==> src/rtl/fnd_scan_if.sv <==
// Signal bundle between a BCD producer and the FND scan controller.
// The controller takes the slave side; the producer or bench takes the master side.
interface fnd_scan_if #(
  parameter int NUM_DIGITS = 4
);
  logic                    en;
  logic [4*NUM_DIGITS-1:0] digits_in;
  logic                    load;
  logic [6:0]              fnd_seg;
  logic [NUM_DIGITS-1:0]   fnd_com;
  logic                    frame_done;

  modport master (
    output en, digits_in, load,
    input  fnd_seg, fnd_com, frame_done
  );

  modport slave (
    input  en, digits_in, load,
    output fnd_seg, fnd_com, frame_done
  );
endinterface

==> src/rtl/fnd_scan_ctrl.sv <==
// Time-multiplexed scan controller for common-anode 7-segment digits.
// It has a double-buffered frame, a guard gap per digit, and registered active-low outputs.
//
// state | meaning
// IDLE  | scanning disabled, outputs blank, index/counter held at 0
// SHOW  | current digit driven for DIGIT_CYC-GUARD_CYC cycles
// GUARD | all digits blanked for GUARD_CYC cycles before advancing
module fnd_scan_ctrl #(
  parameter int NUM_DIGITS = 4,
  parameter int DIGIT_CYC  = 50000,
  parameter int GUARD_CYC  = 500
) (
  input  logic        clk,
  input  logic        rst,
  fnd_scan_if.slave   bus
);

  localparam int CNT_W = $clog2(DIGIT_CYC);
  localparam int IDX_W = $clog2(NUM_DIGITS);
  localparam logic [CNT_W-1:0] SHOW_LAST = CNT_W'(DIGIT_CYC - GUARD_CYC - 1);
  localparam logic [CNT_W-1:0] SLOT_LAST = CNT_W'(DIGIT_CYC - 1);
  localparam logic [IDX_W-1:0] IDX_LAST  = IDX_W'(NUM_DIGITS - 1);

  typedef enum logic [1:0] {IDLE, SHOW, GUARD} state_t;

  state_t                  state, state_nxt;
  logic [CNT_W-1:0]        cnt, cnt_nxt;
  logic [IDX_W-1:0]        idx, idx_nxt;
  logic                    wrap;
  logic [4*NUM_DIGITS-1:0] pending, active;
  logic                    pending_valid;
  logic [6:0]              seg_q, seg_nxt;
  logic [NUM_DIGITS-1:0]   com_q, com_nxt;
  logic                    frame_done_q;
  logic [3:0]              cur_bcd;

  function automatic logic [6:0] seg_map(input logic [3:0] bcd);
    case (bcd)
      4'd0:    seg_map = 7'b100_0000;
      4'd1:    seg_map = 7'b111_1001;
      4'd2:    seg_map = 7'b010_0100;
      4'd3:    seg_map = 7'b011_0000;
      4'd4:    seg_map = 7'b001_1001;
      4'd5:    seg_map = 7'b001_0010;
      4'd6:    seg_map = 7'b000_0010;
      4'd7:    seg_map = 7'b101_1000;
      4'd8:    seg_map = 7'b000_0000;
      4'd9:    seg_map = 7'b001_0000;
      default: seg_map = 7'b100_0000;
    endcase
  endfunction

  always_comb begin
    state_nxt = state;
    cnt_nxt   = cnt;
    idx_nxt   = idx;
    wrap      = 1'b0;
    if (!bus.en) begin
      state_nxt = IDLE;
      cnt_nxt   = '0;
      idx_nxt   = '0;
    end else begin
      case (state)
        IDLE: begin
          state_nxt = SHOW;
          cnt_nxt   = '0;
          idx_nxt   = '0;
        end
        SHOW: begin
          cnt_nxt = cnt + 1'b1;
          if (cnt == SHOW_LAST) state_nxt = GUARD;
        end
        GUARD: begin
          if (cnt == SLOT_LAST) begin
            cnt_nxt   = '0;
            state_nxt = SHOW;
            if (idx == IDX_LAST) begin
              idx_nxt = '0;
              wrap    = 1'b1;
            end else begin
              idx_nxt = idx + 1'b1;
            end
          end else begin
            cnt_nxt = cnt + 1'b1;
          end
        end
        default: state_nxt = IDLE;
      endcase
    end
  end

  // Output decode works from the current state, so pins lag the FSM by one cycle.
  always_comb begin
    com_nxt = '1;
    seg_nxt = 7'h7F;
    cur_bcd = active[{idx, 2'b00} +: 4];
    if (state == SHOW) begin
      com_nxt[idx] = 1'b0;
      seg_nxt      = seg_map(cur_bcd);
    end
  end

  always_ff @(posedge clk or posedge rst) begin
    if (rst) begin
      state        <= IDLE;
      cnt          <= '0;
      idx          <= '0;
      pending      <= '0;
      active       <= '0;
      pending_valid <= 1'b0;
      seg_q        <= 7'h7F;
      com_q        <= '1;
      frame_done_q <= 1'b0;
    end else begin
      state        <= state_nxt;
      cnt          <= cnt_nxt;
      idx          <= idx_nxt;
      seg_q        <= seg_nxt;
      com_q        <= com_nxt;
      frame_done_q <= wrap;
      // A load coinciding with the wrap copies the old pending value and keeps the new one pending.
      if (wrap && pending_valid) active <= pending;
      if (bus.load) begin
        pending       <= bus.digits_in;
        pending_valid <= 1'b1;
      end else if (wrap) begin
        pending_valid <= 1'b0;
      end
    end
  end

  assign bus.fnd_seg    = seg_q;
  assign bus.fnd_com    = com_q;
  assign bus.frame_done = frame_done_q;

endmodule
==> src/flat_wrapper.sv <==
// flat-port wrapper written by rule: the top's interface ports become plain ports
module fnd_scan_ctrl_flat 
#(
  parameter int NUM_DIGITS = 4,
  parameter int DIGIT_CYC  = 50000,
  parameter int GUARD_CYC  = 500
)
  (clk, rst, bus_en, bus_digits_in, bus_load, bus_fnd_seg, bus_fnd_com, bus_frame_done);
  fnd_scan_if #(.NUM_DIGITS(NUM_DIGITS)) bus_i ();
  input  logic clk;
  input  logic rst;
  input wire logic [$bits(bus_i.en)-1:0] bus_en;
  input wire logic [$bits(bus_i.digits_in)-1:0] bus_digits_in;
  input wire logic [$bits(bus_i.load)-1:0] bus_load;
  output wire logic [$bits(bus_i.fnd_seg)-1:0] bus_fnd_seg;
  output wire logic [$bits(bus_i.fnd_com)-1:0] bus_fnd_com;
  output wire logic [$bits(bus_i.frame_done)-1:0] bus_frame_done;
  assign bus_i.en = bus_en;
  assign bus_i.digits_in = bus_digits_in;
  assign bus_i.load = bus_load;
  assign bus_fnd_seg = bus_i.fnd_seg;
  assign bus_fnd_com = bus_i.fnd_com;
  assign bus_frame_done = bus_i.frame_done;
  fnd_scan_ctrl #(.NUM_DIGITS(NUM_DIGITS), .DIGIT_CYC(DIGIT_CYC), .GUARD_CYC(GUARD_CYC)) u_core (.clk(clk), .rst(rst), .bus(bus_i));
endmodule
==> config.mk <==
export PLATFORM = sky130hd
export DESIGN_NAME = fnd_scan_ctrl_flat
export DESIGN_NICKNAME = d
export VERILOG_FILES = /design/src/rtl/fnd_scan_if.sv /design/src/rtl/fnd_scan_ctrl.sv /design/src/flat_wrapper.sv
export SDC_FILE = /design/constraint.sdc
export NUM_CORES = 1
export LEC_CHECK = 0
export BUFFER_PORTS_ARGS = -buffer_cell sky130_fd_sc_hd__buf_4
export CORE_MARGIN = 2
export CORE_UTILIZATION = 30
export CTS_CLUSTER_SIZE = 40
export DETAILED_ROUTE_END_ITERATION = 10
export MAX_ROUTING_LAYER = met4
export SLEW_MARGIN = 40
export SYNTH_ARGS = -nofsm -noshare
export SYNTH_HDL_FRONTEND = slang
export SYNTH_SLANG_ARGS = --single-unit
==> constraint.sdc <==
create_clock -name clk -period 2.78 [get_ports clk]
set_input_delay 0.139 -clock clk [delete_from_list [all_inputs] [get_ports clk]]
set_output_delay 0.139 -clock clk [all_outputs]
set_load 0.1 [all_outputs]
### After elaboration in Yosys (flattened, before gate mapping)

Memories as Yosys holds them, arrays and structs flattened.
Cells that the tools add are included.
W data, S select, Z words.

* equality and inequality tests: 9
* multiplexer cells: 21
* bitwise logic cells: 1
* shifts and indexed selects: 1
* $lt $le $gt $ge: 2
* $add $sub $neg: 2
* reduce and logical (&&, ||, !) cells: 6

Operator list (number)
* $pmux W16 S3: 1
* $eq A16 B16 Y1 const B: 2
* $mux W16: 2
* $add A16 B1 Y16 const B: 1
* $shiftx A16 B5 Y4: 1
* $mux W2: 6
* $mux W1: 7
* $mux W7: 1
* $ne A3 B2 Y1 const B: 2
* $pmux W2 S3: 1
* $eq A2 B2 Y1 const B: 2
* $mux W4: 1
* $ne A4 B1 Y1 const B: 1
* $not A4 Y4: 1
* $pmux W2 S2: 1
* $reduce_and A2 Y1: 2
* $lt A2 B3 Y1 const B: 1
* $ne A3 B1 Y1 const B: 1
* $add A2 B1 Y2 const B: 1
* $demux W1 S2: 1
* $eq A2 B1 Y1 const B: 1
* $ge A2 B1 Y1 const B: 1
* $logic_and A1 B1 Y1: 2
* $logic_not A2 Y1: 1
* $reduce_bool A2 Y1: 1

* output and inout port bits: 12
* memory bits (read-only): 112
* memories kept: 1
* register bits: 65
* logic and storage cells: 52
* input bits: 20

Memories
* (name not given): words 16, bits a word 7, rd ports 1, clocked after memory_dff 0, wr ports 0, RTL line fnd_scan_ctrl.sv:38 `case (bcd)`

### Longest topological paths before layout

Gate-level depths: netlist of run 1.

* depth in word-level cells: 7
* gate-level depth with buffers: 9
* gate-level depth less buffers: 7

### Worst setup path before layout of run 1

OpenSTA, ideal clock, no wires.

* path kind: register to register
* from: register u_core.cnt[0]
* to: register u_core.active[0]
* stages on the path, launching flop included: 8
* clock period less this slack: 2.148 ns
* library setup time: 0.125 ns
* path slack: 0.632 ns
* arrival: 2.023 ns
* cells stage by stage: dfrtp_1 > ha_1 > nand4bb_2 > or4_4 > nor2_4 > nand2_4 > buf_12 > mux2_4

* cells in the longest elaborated chain, start to end: 5

RTL lines
* from (decl): RTL line fnd_scan_ctrl.sv:27 `logic [CNT_W-1:0] cnt, cnt_nxt;`
* from (signal assigned): RTL line fnd_scan_ctrl.sv:116 `cnt <= cnt_nxt;`
* $eq A16 B16 Y1: RTL line fnd_scan_ctrl.sv:74 `if (cnt == SLOT_LAST) begin`
* $mux W1: RTL line fnd_scan_ctrl.sv:74
* $mux W1: RTL line fnd_scan_ctrl.sv:63 `case (state)`
* $mux W1: RTL line fnd_scan_ctrl.sv:58 `if (!bus.en) begin`
* $logic_and A1 B1 Y1: RTL line fnd_scan_ctrl.sv:122 `if (wrap && pending_valid) active <= pending;`
* to (signal assigned): RTL line fnd_scan_ctrl.sv:122
* to (decl): RTL line fnd_scan_ctrl.sv:30 `logic [4*NUM_DIGITS-1:0] pending, active;`

No other way between the ends.
A chain may end at the register's enable or synchronous reset.

### Worst setup path after layout of run 1

* from: register u_core.state[1]
* to: register u_core.cnt[11]

* cells in the longest elaborated chain, start to end: 3
* elaborated cells on any way between the ends: 6
* classes of those cells: eq/ne (3); mux (2); reduce/logical (1)

RTL lines
* from (decl): RTL line fnd_scan_ctrl.sv:26 `state_t state, state_nxt;`
* from (signal assigned): RTL line fnd_scan_ctrl.sv:115 `state <= state_nxt;`
* $eq A2 B2 Y1, or another cell as far along: RTL line fnd_scan_ctrl.sv:63
* $pmux W16 S3: RTL line fnd_scan_ctrl.sv:63
* $mux W16: RTL line fnd_scan_ctrl.sv:58

Several ways; a longest one is shown, not always the timed one.

==> results.md, run 1 <==
* HPWL after detailed placement at 4230 µm
* Routability cong. at roughly 0.87
* Drt total wl at 5980 µm
* Sinks on Clock Net at 65
* Peak supply drop at 0.000605 V
* Area of the multi-input gates at roughly 1400 µm²
* Cts-stage hold buffer count at 1
* Worst-case reg-to-reg path depth at 7
* R2r setup slk at 480 ps
* Final setup viols at 0
* Synth-to-layout area growth at 18.4%
* CTS root buffer: clkbuf_8
* Post-layout minimum cycle time at around 2300 ps
* Diode count at 0
* Final hold vios at 0
* Drt first pass iters at 4
* Starting Density at 0.310
* Status: complete, no violations
* Cell Pwr Density at 781 nW/µm²
* Setup TNS Final at 0 ps
* Worst path required time at 2990 ps
* PostCTS Resize Cnt at 0
* Crit path arrival time at 2510 ps
* Layout cells sized above 1 at 0.350
* Std cell rows at 37
* Most used routing layer in global routing: met2
* Worst rel slew slack at 0.573
* Crit path capture: u_core.cnt[11]
* CTS H-tree depth at 3
* Final antenna-violating net count at 0
* Crit Reg-Reg Endpoint: u_core.cnt[11]
* Vias in the first global route at 2121
* Initial antenna violation count at 0
* Cell variety after synth at between 50 and 60
* Async set or reset register ratio after synthesis at 1.00
* Core Area at between 10000 and 15000 µm²
* Worst reg2reg path startpoint: u_core.state[1]
* Synth Flop Type: dfrtp_1
* CP max FO at 17
* DRC Markers at 0
* Synth warn at 0
* Mapped cell area at 3200 µm²
* Die ar. at 11500 µm²
* GR Overflow Total at 0
* Total CTS buffers at 9
* Dpl cells at 419
* Crit share post-route at 0.827
* Deepest clock path buffer count at 2
* #FFs+latches synth at 65
* Met1 Use GR at 0.151
* Worst Tran Pin Value at 641 ps
* Vias per std cell at 4.87
* Crit path launch: u_core.state[1]
* Final Max Tran Viols at 0
* Tot Pwr at between 2 and 3 mW
* Clock skew at roughly 9.4 ps
* Tot GR Track Use at 0.119
* Largest net degree at the start of global routing at 54
* First-pass GRT wire length at 10400 µm
* Vert. Die Dim at 107 µm
* RSZ-0062 raised after global routing: false
* Hold_ws at 19.5 ps
* Final #Nets at 328
* Via Count at ~2100
* Setup crit start kind: flip-flop
* Iter 0 DRT Violations at 110
* CTS tree: yes
* Placed inst area at 3530 µm²
* Syn_nets at 294
* Setup Buffers After CTS at 0
* Worst skew pair latency at 350 ps
* Max_cap viols at 0
* Met2 usage at 0.180
* Die Wd at 107 µm
* Ports at 32
* Type of the worst setup path: flip-flop to flip-flop
* Worst min path class: input pin to flip-flop
* P_leak at 1.61 nW
* # fillers at 1000
* Worst-path clk slew at 80 ps
* Routed len/inst at 13.7 µm
* Sequential Area at 1640 µm²
* Sequential fraction of the synthesis area at 0.513
* Cells after Synth at 261
* Buffers on Ports at 31
* M3 GR Usage at 0.0291
* Fmax at approximately 440 MHz
* Final std cells w/o fill at 436
* Design Area, Final at 3790 µm²
* Mean cell area of the mapped netlist at 12.3 µm²
* Nature of the critical path endpoint: flip-flop
* Number of enable flip-flop cells after synthesis at 0
cells in the final DEF (no fill, tap or decap), drive strengths merged, types with 2 or more instances in the layout:
cell    Yosys  final
buf         1     33
mux2i       4      4
clkbuf      9     10
nand3      16     16
nor3        4      4
nand4b      2      2
mux4        4      4
o211ai      2      2
o311ai      2      2
xor2        3      3
nand4       2      2
and3        5      5
dfrtp      54     54
ha         13     13
bufinv      0      3
nor2b       2      2
o31ai       5      5
dfstp      11     11
nor2       13     13
a21oi       4      4
o21a        2      2
nor4b       2      2
or4         4      4
nand2      21     21
nor4        4      4
a31oi       2      2
inv         9     10
mux2       32     32
o21ai      14     14
o31a        2      2
or3         2      2
layer usage:
metal / vias up / part of all wire
li1: 1017 / -
met1: 1052 / 0.48
met2: 45 / 0.46
met3: 8 / 0.042
met4: 0 / 0.019
met5: - / 0
registers in the layout, summed over array words and instances, names as in the netlist:
name                   cells
u_core.bus.fnd_com         4
u_core.bus.frame_done      1
u_core.cnt                16
u_core.state               2
u_core.pending            16
u_core.bus.fnd_seg         7
u_core.pending_valid       1
u_core.active             16
u_core.idx                 2
power breakdown:
| group | switching (mW) | internal, mW |
|---|---|---|
| sequential | 0.0412 | 1.07 |
| clock | 0.381 | 0.601 |
| combinational | 0.644 | 0.221 |
cell families (layout without fill, tap and decap cells):
family	count (synthesis)	count (layout)	synth area share
AO/OA/AOI/OAI	40	40	0.0829
XOR/XNOR	3	3	0.00822
adder cells (fa/ha/maj)	13	13	0.0509
buffers and inverters	20	59	0.0372
flip-flops	65	65	0.513
multiplexers	40	40	0.165
AND/OR/NAND/NOR	80	80	0.143
final cells by class:
class	count	area share
flip-flops and latches	65	0.433
multi-input cells	176	0.380
repair buffers	34	0.0681
well taps	136	0.0449
clock buffers	10	0.0337
clock inverters	6	0.0304
inverters	9	0.00958
worst min path at each step:
| stage | slack [ps] | from | cells after the start | endpoint |
|---|---|---|---|---|
| floorplan | 290 | bus_digits_in[10] | 1 | u_core.pending[10] |
| global placement | 370 | bus_digits_in[1] | 2 | u_core.pending[1] |
| detailed placement | 290 | rst | 2 | u_core.cnt[6] |
| CTS | 9 | bus_digits_in[9] | 2 | u_core.pending[9] |
| global route | 4 | bus_digits_in[13] | 2 | u_core.pending[13] |
| finish | 20 | bus_digits_in[7] | 2 | u_core.pending[7] |
cell usage after synthesis, drive strengths merged (5+ instances only):
cell type / n / area (µm²)
and3: 5 / 32.5
clkbuf: 9 / 53.8
dfrtp: 54 / 1350
dfstp: 11 / 289
ha: 13 / 163
inv: 9 / 33.8
mux2: 32 / 398
nand2: 21 / 86.3
nand3: 16 / 80.1
nor2: 13 / 56.3
o21ai: 14 / 70.1
o31ai: 5 / 37.5
worst max-delay path, cell delays in order, from the launching register on:
cell      delay (ps)
dfrtp_1          390
inv_1            100
ha_1             490
nor3_1           120
nand2_1          340
o211ai_1         330
o311ai_0         220
o21ai_0          160
metrics by stage:
stage,util,worst slack [ps]
6_report,0.367,481
5_1_grt,0.367,262
4_1_cts,0.367,469
3_5_place_dp,0.342,538
3_3_place_gp,0.342,522
2_1_floorplan,-,632
(Power assumes the default switching activity.)
==> run 2: changes to the inputs <==
Clock period 2.78 ns to 2 ns, I/O delays scaled along.
==> run 2 against run 1 <==
Compared with the run above:
- the run now ends with setup timing left
- final cell count is 12% higher
- wire length up 16%
- cell area rose by 13%
- clock-buffer cell count shrank 1
- utilization increased by 4.7 points
- non-clock buffer count is 51 higher
- combinational power is 65% higher
- first-iteration DRC count decreased by 14%
==> results.md, run 2 (synthesized netlist as in run 1, its figures left out) <==
* Diode count at 0 (unchanged)
* Largest net degree at the start of global routing at 41 (was 54)
* Fmax at 484 MHz (was 435 MHz)
* Most frequent cells in the layout: buf_4, dfrtp_1, mux2_2 (was dfrtp_1, buf_4, mux2_2)
* Slowest Stage Delay on Critical Path at 530 ps (was 490 ps)
* Worst Slack Setup Final at -65.3 ps (was 481 ps)
* Nature of the critical path endpoint: flip-flop (unchanged)
* Peak supply drop at 0.000894 V (was 0.000605 V)
* DRC Markers at 0 (unchanged)
* Sinks on Clock Net at 65 (unchanged)
* Crit share post-route at 1.03 (was 0.827)
* Deepest clock path buffer count at 2 (unchanged)
* Vias per std cell at 4.78 (was 4.87)
* CP max FO at 16 (was 17)
* Final antenna-violating net count at 0 (unchanged)
* Vert. Die Dim at 107 µm (unchanged)
* Setup crit start kind: flip-flop (unchanged)
* Status: finished with violations (was complete, no violations)
* Core Area at 10300 µm² (unchanged)
* Ports at 32 (unchanged)
* Worst rel slew slack at 0.599 (was 0.573)
* Final setup viols at 18 (was 0)
* Worst path required time at 2230 ps (was 2990 ps)
* P_leak at 1.87 nW (was 1.61 nW)
* Tot Pwr at 4.11 mW (was 2.96 mW)
* Slowest-stage cell, CP: or4_4 (was ha_1)
* Layout cells sized above 1 at 0.433 (was 0.350)
* Failing checks: setup timing
* Std cell rows at 37 (unchanged)
* Worst-path clk slew at 80 ps (about the same)
* Largest registers: u_core.active: 16 flops, u_core.cnt: 16 flops, u_core.pending: 16 flops (unchanged)
* Die ar. at 11500 µm² (unchanged)
* Starting Density at 0.310 (unchanged)
* Commonest non-fill, non-tap cell in the layout: buf_4 (was dfrtp_1)
* Final hold vios at 0 (unchanged)
* Routed len/inst at 14.2 µm (was 13.7 µm)
* Final #Nets at 379 (was 328)
* Final Max Tran Viols at 0 (unchanged)
* Via Count at 2326 (was 2122)
* R2r setup slk at -70 ps (was 480 ps)
* HPWL after detailed placement at 4750 µm (was 4230 µm)
* Drt total wl at 6930 µm (was 5980 µm)
* CTS H-tree depth at 3 (unchanged)
* Post-layout minimum cycle time at 2070 ps (was 2300 ps)
* Initial antenna violation count at 0 (unchanged)
* First-pass GRT wire length at 11300 µm (was 10400 µm)
* Synth-to-layout area growth at 33.6% (was 18.4%)
* Drt first pass iters at 4 (unchanged)
* Worst Tran Pin Value at 600 ps (was 641 ps)
* Hold_ws at 93.2 ps (was 19.5 ps)
* Placed inst area at 3800 µm² (was 3530 µm²)
* Max_cap viols at 0 (unchanged)
* GR Overflow Total at 0 (unchanged)
* CTS tree: yes (unchanged)
* Routability cong. at 0.805 (was 0.875)
* Buffers on Ports at 31 (unchanged)
* RSZ-0062 raised after global routing: true (was false)
* Clock skew at 10.4 ps (was 9.39 ps)
* Worst min path class: input pin to flip-flop (unchanged)
* CTS root buffer: clkbuf_8 (unchanged)
* Crit path arrival time at 2290 ps (was 2510 ps)
* Iter 0 DRT Violations at 95 (was 110)
* Design Area, Final at 4270 µm² (was 3790 µm²)
* Tot GR Track Use at 0.131 (was 0.119)
* Worst skew pair latency at 350 ps (about the same)
* Vias in the first global route at 2332 (was 2121)
* Type of the worst setup path: flip-flop to flip-flop (unchanged)
* Die Wd at 107 µm (unchanged)
* # fillers at 955 (was 1000)
* Total CTS buffers at 9 (unchanged)
* Worst-path cell chain: or3_4 -> or4_4 -> nor2_4 -> nand2_8 -> mux2_4 (was inv_1 -> ha_1 -> nor3_1 -> nand2_1 -> o211ai_1 -> o311ai_0 -> o21ai_0)
* Cell Pwr Density at 962 nW/µm² (was 781 nW/µm²)
[run 2: changes by cell type in the layout (fill, tap and decap cells not counted), moves of 2 or more]
cell / delta
nand3_1: -3
o21ai_0: -3
nand3_2: +3
clkinv_4: +3
buf_4: +33
bufinv_16: -2
dlygate4sd3_1: +16
[run 2: critical path, delay by kind of cell (launching register included)]
family | cells | cell delay (ps)
multiplexers | 1 | 320
flip-flops | 1 | 380
AND/OR/NAND/NOR | 4 | 1240
[run 2: path summary, 6_finish.rpt]
check / from / endpoint / cells after the start
hold reg to reg: u_core.pending[15] / u_core.active[15] / 1
max in group asynchronous: rst / u_core.idx[0] / 4
setup / recovery: u_core.cnt[13] / u_core.active[6] / 5
setup reg to reg: u_core.cnt[13] / u_core.active[6] / 5
min in group asynchronous: rst / u_core.cnt[15] / 3
hold / removal: bus_en / u_core.state[1] / 3
[run 2: timing repair]
item / 4_1_cts / 5_1_grt
pin swaps: 3 / 11
endpoints found under the hold margin: 30 / 0
hold buffers: 17 / 0
setup endpoints to repair: 20 / 32
resized for setup: 2 / 16
setup buffers: 1 / 3
cloned: 0 / 0
[run 2: metal layers]
layer / vias up / track usage / part of all wire
met5: - / - / 0
met4: 0 / 0.0622 / 0.021
met3: 13 / 0.0315 / 0.038
met2: 46 / 0.200 / 0.47
met1: 1138 / 0.164 / 0.47
li1: 1129 / - / -
[run 2: cell type report]
cell class / count / area, µm² / area share
flip-flops and latches: 65 / 1640 / 0.384
multi-input cells: 176 / 1530 / 0.358
repair buffers: 85 / 697 / 0.163
well taps: 136 / 170 / 0.0398
clock buffers: 9 / 124 / 0.0290
clock inverters: 7 / 78.8 / 0.0184
inverters: 9 / 33.8 / 0.00790
[run 2: metrics by stage]
| step | TNS [ps] | setup slack [ps] | std cells | utilization |
|---|---|---|---|---|
| after CTS | -370 | -47.1 | 484 | 0.406 |
| after global placement | -705 | -51.8 | 450 | 0.368 |
| final | -748 | -65.3 | 487 | 0.414 |
| after global routing | -2830 | -137 | 487 | 0.414 |
| after floorplan | -811 | -81.1 | 261 | - |
| after detailed placement | -1210 | -88.7 | 450 | 0.368 |
[run 2: power by group]
| part | switching [mW] | total, mW | internal [mW] |
|---|---|---|---|
| registers | 0.0583 | 1.54 | 1.48 |
| logic | 0.961 | 1.43 | 0.473 |
| clock network | 0.550 | 1.14 | 0.586 |
| total | 1.57 | 4.11 | 2.54 |
==> run 3: changes to the inputs <==
Settings changed: RECOVER_POWER set to 50.
==> run 3 against run 2 <==
Compared with the run above:
- the flow still finishes with violations (setup timing)
- final cell count unchanged
- sequential cell count stayed put
- register-to-register slack about the same
- first-iteration DRC count unchanged
- sequential power about the same
- clock skew about the same
- maximum frequency about the same
- non-clock buffer count did not move
- via count shrank 0.21%
- critical path type unchanged
- critical endpoint unchanged
- largest cell class unchanged
==> results.md, run 3 (synthesized netlist as in run 1, its figures left out) <==
* First-pass GRT wire length at 11300 µm (unchanged)
* Type of the worst setup path: flip-flop to flip-flop (unchanged)
* Top Layer Used: met4 (unchanged)
* Worst min path class: input pin to flip-flop (unchanged)
* RSZ-0062 raised after global routing: true (unchanged)
* Peak supply drop at 0.000894 V (about the same)
* GR Overflow Total at 0 (unchanged)
* Buffers on Ports at 31 (unchanged)
* Die ar. at 11500 µm² (unchanged)
* Fmax at 484 MHz (about the same)
* Crit path arrival time at 2290 ps (about the same)
* Vias in the first global route at 2332 (unchanged)
* Routability cong. at 0.805 (unchanged)
* DRC Markers at 0 (unchanged)
* Met3 WL at 245 µm (was 263 µm)
* Tot GR Track Use at 0.131 (unchanged)
* Area of the multi-input gates at 1530 µm² (unchanged)
* Worst Slack Setup Final at -66.7 ps (was -65.3 ps)
* Layout cells sized above 1 at 0.427 (was 0.433)
* Deepest clock path buffer count at 2 (unchanged)
* Core Area at 10300 µm² (unchanged)
* Vias per std cell at 4.77 (was 4.78)
* Metal2 WL at 3320 µm (was 3280 µm)
* Ports at 32 (unchanged)
* Largest net degree at the start of global routing at 41 (unchanged)
* Total CTS buffers at 9 (unchanged)
* # fillers at 957 (was 955)
* Die Wd at 107 µm (unchanged)
* Final #Nets at 379 (unchanged)
* Nature of the critical path endpoint: flip-flop (unchanged)
* Initial antenna violation count at 0 (unchanged)
* Final antenna-violating net count at 0 (unchanged)
* Max_cap viols at 0 (unchanged)
* Post-layout minimum cycle time at 2070 ps (about the same)
* Status: finished with violations (unchanged)
* Synth-to-layout area growth at 33.1% (was 33.6%)
* CTS tree: yes (unchanged)
* CTS H-tree depth at 3 (unchanged)
* Most frequent cells in the layout: buf_4, dfrtp_1, mux2_2 (unchanged)
* Via Count at 2321 (was 2326)
* Final std cells w/o fill at 487 (unchanged)
* Diode count at 0 (unchanged)
* Std cell rows at 37 (unchanged)
* Worst path required time at 2230 ps (about the same)
* Met1 Wirelength at 3230 µm (was 3240 µm)
* Final hold vios at 0 (unchanged)
* CP max FO at 16 (unchanged)
* Largest registers: u_core.active: 16 flops, u_core.cnt: 16 flops, u_core.pending: 16 flops (unchanged)
* Commonest non-fill, non-tap cell in the layout: buf_4 (unchanged)
* Dpl cells at 450 (unchanged)
* Final Max Tran Viols at 0 (unchanged)
* Setup crit start kind: flip-flop (unchanged)
* Crit share post-route at 1.03 (about the same)
* Vert. Die Dim at 107 µm (unchanged)
* Sequential Area at 1640 µm² (unchanged)
* Final setup viols at 18 (unchanged)
* CTS root buffer: clkbuf_8 (unchanged)
* Worst skew pair latency at 350 ps (about the same)
* Drt first pass iters at 4 (unchanged)
* Drt total wl at 6940 µm (was 6930 µm)
* Sinks on Clock Net at 65 (unchanged)
* Iter 0 DRT Violations at 95 (unchanged)
* P_leak at 1.86 nW (was 1.87 nW)
* Worst Tran Pin Value at 1180 ps (was 600 ps)
* Routed len/inst at 14.2 µm (about the same)
* Tot Pwr at 4.11 mW (about the same)
* HPWL after detailed placement at 4750 µm (unchanged)
* Failing checks: setup timing (unchanged)
* Cell Pwr Density at 965 nW/µm² (was 962 nW/µm²)
* Starting Density at 0.310 (unchanged)
* Clock skew at 10.7 ps (was 10.4 ps)
* Worst-path clk slew at 80 ps (about the same)
* Worst rel slew slack at 0.218 (was 0.599)
## run 3: cell type report
type | instances | area share
flip-flops and latches | 65 | 0.386
multi-input cells | 176 | 0.359
repair buffers | 85 | 0.160
well taps | 136 | 0.0400
clock buffers | 9 | 0.0291
clock inverters | 7 | 0.0185
inverters | 9 | 0.00793
## run 3: path summary, 6_finish.rpt
path,from,endpoint,slack (ps),depth (start not counted)
max reg2reg,u_core.cnt[13],u_core.active[6],-70,5
max in group asynchronous,rst,u_core.idx[0],250,4
min reg2reg,u_core.pending[15],u_core.active[15],500,1
min,bus_en,u_core.idx[0],100,2
max,u_core.cnt[13],u_core.active[6],-70,5
min in group asynchronous,rst,u_core.cnt[15],560,3
## run 3: metrics by stage
step / setup slack [ps] / util / TNS, ps / hold slack, ps / instance area (µm²)
2_1_floorplan: -81.1 / - / -811 / 252 / 3220
3_3_place_gp: -51.8 / 0.368 / -705 / 209 / 3800
3_5_place_dp: -88.7 / 0.368 / -1210 / 216 / 3800
4_1_cts: -47.1 / 0.406 / -370 / 78.6 / 4190
5_1_grt: -137 / 0.412 / -4330 / 84.2 / 4260
6_report: -66.7 / 0.412 / -749 / 97.3 / 4260
## run 3: routing by layer
layer / global-route usage / vias to the layer above
met1: 0.164 / 1131
met2: 0.200 / 45
li1: - / 1133
met5: - / -
met3: 0.0315 / 12
met4: 0.0622 / 0
## run 3: what timing repair did
action,CTS,global route
buffers inserted,1,3
cloned,0,0
pin swaps,3,11
endpoints found under the setup margin,20,32
resized for setup,2,16
hold endpoints to repair,30,0
hold buffers,17,0
## run 3: worst max-delay path, cell delays in order (launching register included)
cell,delay [ps]
dfrtp_1,380
or3_4,410
or4_4,530
nor2_4,160
nand2_8,140
mux2_4,330
## run 3: where the power goes
| part | leakage, nW | total (mW) | switching [mW] | internal [mW] |
|---|---|---|---|---|
| Sequential | 0.825 | 1.54 | 0.0588 | 1.48 |
| Clock | 0.104 | 1.14 | 0.551 | 0.586 |
| Combinational | 0.936 | 1.43 | 0.961 | 0.470 |
| Total | 1.86 | 4.11 | 1.57 | 2.54 |
